File: src/rtl/hazard_sequencer.sv
// Hazard / sequencing controller for the 5-stage RV32I pipeline.
// Tracks a shadow copy of the E/M/W control fields. It drives stall and
// flush controls, the EX forwarding selects and a memory-wait freeze FSM.
module hazard_sequencer #(
  parameter int REG_W       = 5,
  parameter int CNT_W       = 16,
  parameter int MEM_TIMEOUT = 64
) (
  input  logic             clk,
  input  logic             rst,
  input  logic [REG_W-1:0] Rs1D,
  input  logic [REG_W-1:0] Rs2D,
  input  logic [REG_W-1:0] RdD,
  input  logic             RegWriteD,
  input  logic             LoadD,
  input  logic             MemReqD,
  input  logic             PCSrcE,
  input  logic             MemReadyM,
  output logic             StallF,
  output logic             StallD,
  output logic             StallE,
  output logic             StallM,
  output logic             FlushD,
  output logic             FlushE,
  output logic             FlushW,
  output logic [1:0]       ForwardAE,
  output logic [1:0]       ForwardBE,
  output logic [CNT_W-1:0] stall_cycles,
  output logic             mem_timeout
);

  // Each stage keeps only the fields that are still consumed downstream.
  typedef struct packed {
    logic [REG_W-1:0] rs1;
    logic [REG_W-1:0] rs2;
    logic [REG_W-1:0] rd;
    logic             regWrite;
    logic             load;
    logic             memReq;
  } slotE_t;

  typedef struct packed {
    logic [REG_W-1:0] rd;
    logic             regWrite;
    logic             memReq;
  } slotM_t;

  typedef struct packed {
    logic [REG_W-1:0] rd;
    logic             regWrite;
  } slotW_t;

  typedef enum logic {RUN = 1'b0, MEMWAIT = 1'b1} state_t;

  localparam int               WAIT_W   = $clog2(MEM_TIMEOUT + 1) + 1;
  localparam logic [WAIT_W-1:0] WAIT_MAX = WAIT_W'(MEM_TIMEOUT);
  localparam logic [CNT_W-1:0]  CNT_MAX  = {CNT_W{1'b1}};

  slotE_t            slotD, slotE;
  slotM_t            slotM;
  slotW_t            slotW;
  state_t            state, stateNext;
  logic [WAIT_W-1:0] waitCnt, waitNext;
  logic              lu, memBusy, freeze;

  // Register 0 is hard-wired zero, so it never sources a forward.
  function automatic logic [1:0] fwdSel(input logic [REG_W-1:0] rs,
                                        input slotM_t m, input slotW_t w);
    if (m.regWrite && m.rd != '0 && m.rd == rs)      return 2'b10;
    else if (w.regWrite && w.rd != '0 && w.rd == rs) return 2'b01;
    else                                             return 2'b00;
  endfunction

  assign slotD   = '{rs1: Rs1D, rs2: Rs2D, rd: RdD,
                     regWrite: RegWriteD, load: LoadD, memReq: MemReqD};
  assign lu      = slotE.load & slotE.regWrite & (slotE.rd != '0) &
                   ((slotE.rd == Rs1D) | (slotE.rd == Rs2D));
  assign memBusy = slotM.memReq & ~MemReadyM;
  // Freeze starts in the same cycle the M access is seen stalling, and lasts
  // until memory reports ready. Reset drops it immediately.
  assign freeze  = ~rst & ((state == RUN) ? memBusy : ~MemReadyM);
  // Freeze-cycle count including the current cycle, saturating.
  assign waitNext = (state == RUN) ? WAIT_W'(1) :
                    (waitCnt < WAIT_MAX) ? waitCnt + 1'b1 : waitCnt;

  // FSM state register
  always_ff @(posedge clk) begin
    if (rst) state <= RUN;
    else     state <= stateNext;
  end

  // FSM next-state logic
  always_comb begin
    stateNext = state;
    case (state)
      RUN:     if (memBusy)   stateNext = MEMWAIT;
      MEMWAIT: if (MemReadyM) stateNext = RUN;
      default: stateNext = RUN;
    endcase
  end

  // FSM outputs: freeze beats redirect; redirect beats load-use
  always_comb begin
    StallF    = 1'b0;
    StallD    = 1'b0;
    StallE    = 1'b0;
    StallM    = 1'b0;
    FlushD    = 1'b0;
    FlushE    = 1'b0;
    FlushW    = 1'b0;
    ForwardAE = 2'b00;
    ForwardBE = 2'b00;
    if (rst) begin
      FlushD = 1'b1;
      FlushE = 1'b1;
    end else begin
      ForwardAE = fwdSel(slotE.rs1, slotM, slotW);
      ForwardBE = fwdSel(slotE.rs2, slotM, slotW);
      if (freeze) begin
        StallF = 1'b1;
        StallD = 1'b1;
        StallE = 1'b1;
        StallM = 1'b1;
        FlushW = 1'b1;
      end else if (state == RUN) begin
        if (PCSrcE) begin
          FlushD = 1'b1;
          FlushE = 1'b1;
        end else if (lu) begin
          StallF = 1'b1;
          StallD = 1'b1;
          FlushE = 1'b1;
        end
      end
    end
  end

  // Shadow pipeline: E/M/W mirror the real pipeline registers' fate
  always_ff @(posedge clk) begin
    if (rst) begin
      slotE <= '0;
      slotM <= '0;
      slotW <= '0;
    end else begin
      if (FlushE)       slotE <= '0;
      else if (!StallE) slotE <= slotD;
      if (!StallM)      slotM <= '{rd: slotE.rd, regWrite: slotE.regWrite,
                                   memReq: slotE.memReq};
      if (FlushW)       slotW <= '0;
      else              slotW <= '{rd: slotM.rd, regWrite: slotM.regWrite};
    end
  end

  // Memory-wait length tracking and sticky timeout flag
  always_ff @(posedge clk) begin
    if (rst) begin
      waitCnt     <= '0;
      mem_timeout <= 1'b0;
    end else if (freeze) begin
      waitCnt <= waitNext;
      if (waitNext >= WAIT_MAX) mem_timeout <= 1'b1;
    end else begin
      waitCnt <= '0;
    end
  end

  // Saturating count of front-end stall cycles
  always_ff @(posedge clk) begin
    if (rst)                                  stall_cycles <= '0;
    else if (StallF && stall_cycles != CNT_MAX) stall_cycles <= stall_cycles + 1'b1;
  end

endmodule
File: config.mk
export PLATFORM = sky130hd
export DESIGN_NAME = hazard_sequencer
export DESIGN_NICKNAME = d
export VERILOG_FILES = /design/src/rtl/hazard_sequencer.sv
export SDC_FILE = /design/constraint.sdc
export NUM_CORES = 1
export LEC_CHECK = 0
export CORE_AREA = 2 2 70 106
export CTS_CLUSTER_DIAMETER = 200
export DETAILED_ROUTE_END_ITERATION = 7
export DIE_AREA = 0 0 72 108
export PLACE_DENSITY = 0.65
export SLEW_MARGIN = 40
export SYNTH_ARGS = -nofsm -noshare
export SYNTH_HDL_FRONTEND = slang
export SYNTH_SLANG_ARGS = --single-unit
File: constraint.sdc
create_clock -name clk -period 1.77 [get_ports clk]
set_input_delay 0.2655 -clock clk [delete_from_list [all_inputs] [get_ports clk]]
set_output_delay 0.2655 -clock clk [all_outputs]
set_load 0.01 [all_outputs]
==> impl_metrics.yaml <==
sta:
  rsz0062_at_grt: "yes"
  fin_ws_ns: -0.308
  tightest_slew_ns: 0.693
  fin_crit_sh_pct: 117
  holdWs_ns: 0.361
  maxSlewHeadroom_pct: 53.6
  finalSetupViolations: 19
  tns_ns: -2.32
  fin_skew_ns: 0.00928
  clock.fmax_mhz: 481
  finalHoldViolCount: 0
  fin_crit_ns: 2.08
  slew_viol_final: 0
power:
  power_uw: 2740
  ir_drop_uv: 529
  leakage_uw: 0.00176
  power_density_nw_per_um2: 652
clocking:
  numCtsBuffers: 9
  clk_latency_ns: 0.33
  root_buffer: "clkbuf_8"
  cts-htree-levels: 3
  cts_tree: "done"
  clk_pin_slew_ns: 0.07
  ctsHoldBuffers: 0
  clock_tree.buffer_depth: 2
  cts_sinks: 57
synth:
  yosys_warnings: 0
  synth_top_area_share_pct: 42.5
  avgSynthCellArea_um2: 8.69
  netlist_instances: 309
  synth.area.top_cells: "dfxtp_1 (42%), xnor2_1 (7.5%), nand2_1 (7.1%), a21oi_1 (5.0%), xor2_1 (4.2%)"
  ys_seq_elements: 57
  synth.distinct_cells: 47
  synth_area_um2: 2690
  synth_top_area_cell: "dfxtp_1"
  synthFlopType: "dfxtp_1"
  yosysSeqAreaShare_pct: 42.5
  synth_edf_count: 0
  synth_fp_nets: 333
  async_flop_share_pct: 0
grt:
  use_met3_pct: 4.47
  grt.busiest_layer: "met2"
  grtUsageMet1_pct: 22.1
  grt_max_degree: 19
  grt_pass1_wl_mm: 12.5
  grt_antenna_before_repair: 0
  grt-ovfl-total: 0
  grt_util_met2_pct: 38.6
  first_global_vias: 2751
  grt_use_total_pct: 20.8
drt:
  viasPerCell: 5.19
  drt_iter0_drc: 119
  wirelength_mm: 7.66
  num_vias: 2663
  dr.pass1.iters: 4
  route.detailed.drc: 0
  antenna_left: 0
  wl_per_cell_um: 14.9
worst_setup_path:
  crit_fanout: 2
  startpoint_type: "flip-flop"
  critPathArrivalTime_ns: 1.81
  cp.required_ns: 1.50
  critPathKind: "flip-flop to output port"
  cp-end-kind: "output port"
layout:
  final_cell_mix: "buf_4 (69), nand2_1 (50), dfxtp_1 (40)"
  antenna_cells: 0
  fillCellCount: 599
  nets: 454
  multi_input_area_um2: 1650
  final_common_cell: "buf_4"
  synthToLayoutAreaGrowth_pct: 56.6
  seq_area_um2: 1180
  layout-drive-gt1-share_pct: 39.5
  stdcell_count: 513
min_path:
  hold_class: "primary input to flip-flop"
floorplanning:
  initial_utilization_pct: 39.5
  ioPinCount: 50
  core_um2: 6810
  die-area_um2: 7780
  die_width_um: 72
  die_y_um: 108
  rows: 37
outcome:
  violations: "setup timing"
  run_status: "complete, but fails checks"
place:
  dp_cells: 483
  hpwl_mm: 5.45
  gp_congestion: 0.873
  io_buffers: 49
run:
  max_cap_viol_count: 0
-- worst max-delay path: stages (launching register included) --
cell,delay (ns)
dfxtp_2,0.32
or4_4,0.54
o21ai_4,0.16
buf_6,0.12
nor3_2,0.03
nor3_1,0.16
buf_2,0.16
-- cell families (layout without fill, tap and decap cells) --
| logic type | after synthesis | in the layout | synth area share (%) |
|---|---|---|---|
| adder cells (fa/ha/maj) | 2 | 2 | 0.931 |
| AND/OR/NAND/NOR | 124 | 124 | 22.8 |
| flip-flops | 57 | 57 | 42.5 |
| multiplexers | 1 | 1 | 0.373 |
| buffers and inverters | 22 | 147 | 4.47 |
| AO/OA/AOI/OAI | 67 | 68 | 17.2 |
| XOR/XNOR | 36 | 36 | 11.7 |
-- synth_stat cells, types with 2 or more instances --
master / number
dfxtp_1: 57
nand2_1: 51
a21oi_1: 27
xnor2_1: 23
nor2_1: 15
xor2_1: 13
nand3_1: 10
a22o_1: 7
or3_1: 7
or4_1: 7
and2_1: 6
and3_1: 6
nand4_1: 6
nor3_1: 6
o21ai_1: 6
clkbuf_1: 5
o31ai_1: 5
a21oi_2: 4
inv_1: 4
and4_1: 3
buf_1: 3
buf_2: 3
buf_4: 3
buf_6: 3
nor4_1: 3
o21ai_0: 3
a31oi_1: 2
ha_1: 2
-- layout make-up --
class | count | area share [%]
Clock buffer | 11 | 3.60
Clock inverter | 5 | 0.654
Multi-Input combinational cell | 231 | 39.3
Timing Repair Buffer | 126 | 25.5
Tap cell | 78 | 2.32
Sequential cell | 57 | 28.2
Inverter | 5 | 0.506
-- power by group --
group | internal, uW | switching, uW | leakage [uW]
Clock | 578 | 525 | 0.0000997
Combinational | 168 | 137 | 0.00118
Sequential | 1300 | 33.6 | 0.000473
Total | 2050 | 695 | 0.00176
-- timing repair --
item,in CTS,in global routing
buffers inserted,12,1
endpoints found under the setup margin,51,30
pin swaps,28,12
gates resized for setup,92,28
hold endpoints to repair,0,0
gates cloned,2,0
-- path summary, 6_finish.rpt --
path,to,depth (start not counted),from,slack [ns]
worst max-delay path,ForwardBE[0],6,slotM[3]$_SDFFE_PP0N_,-0.31
worst min-delay path,slotE[12]$_SDFFE_PP0N_,3,Rs2D[4],0.36
worst min register to register,slotE[0]$_SDFFE_PP0N_,2,slotE[0]$_SDFFE_PP0N_,0.46
worst max register to register,stall_cycles[15]$_SDFFE_PP0P_,7,slotE[7]$_SDFFE_PP0N_,-0.14
-- registers in the layout (all words and copies together) (netlist names) --
name / cells
slotM: 7
state: 1
waitCnt: 8
slotW: 6
slotE: 18
mem_timeout: 1
stall_cycles: 16
-- routing by layer --
metal,routed length (um),vias to the layer above
met5,0,-
met4,189,0
met3,293,18
met2,4220,62
met1,2960,1247
li1,-,1336
-- per-stage QoR --
stage / setup WS (ns) / cell area [um^2] / util, %
4_1_cts: -0.350 / 4110 / 60.5
2_1_floorplan: -0.127 / 2740 / -
3_3_place_gp: -0.784 / 3700 / 54.4
6_report: -0.308 / 4210 / 61.8
3_5_place_dp: -0.798 / 3700 / 54.4
5_1_grt: -0.386 / 4210 / 61.8
No activity file was read; power rests on OpenSTA's default activity.
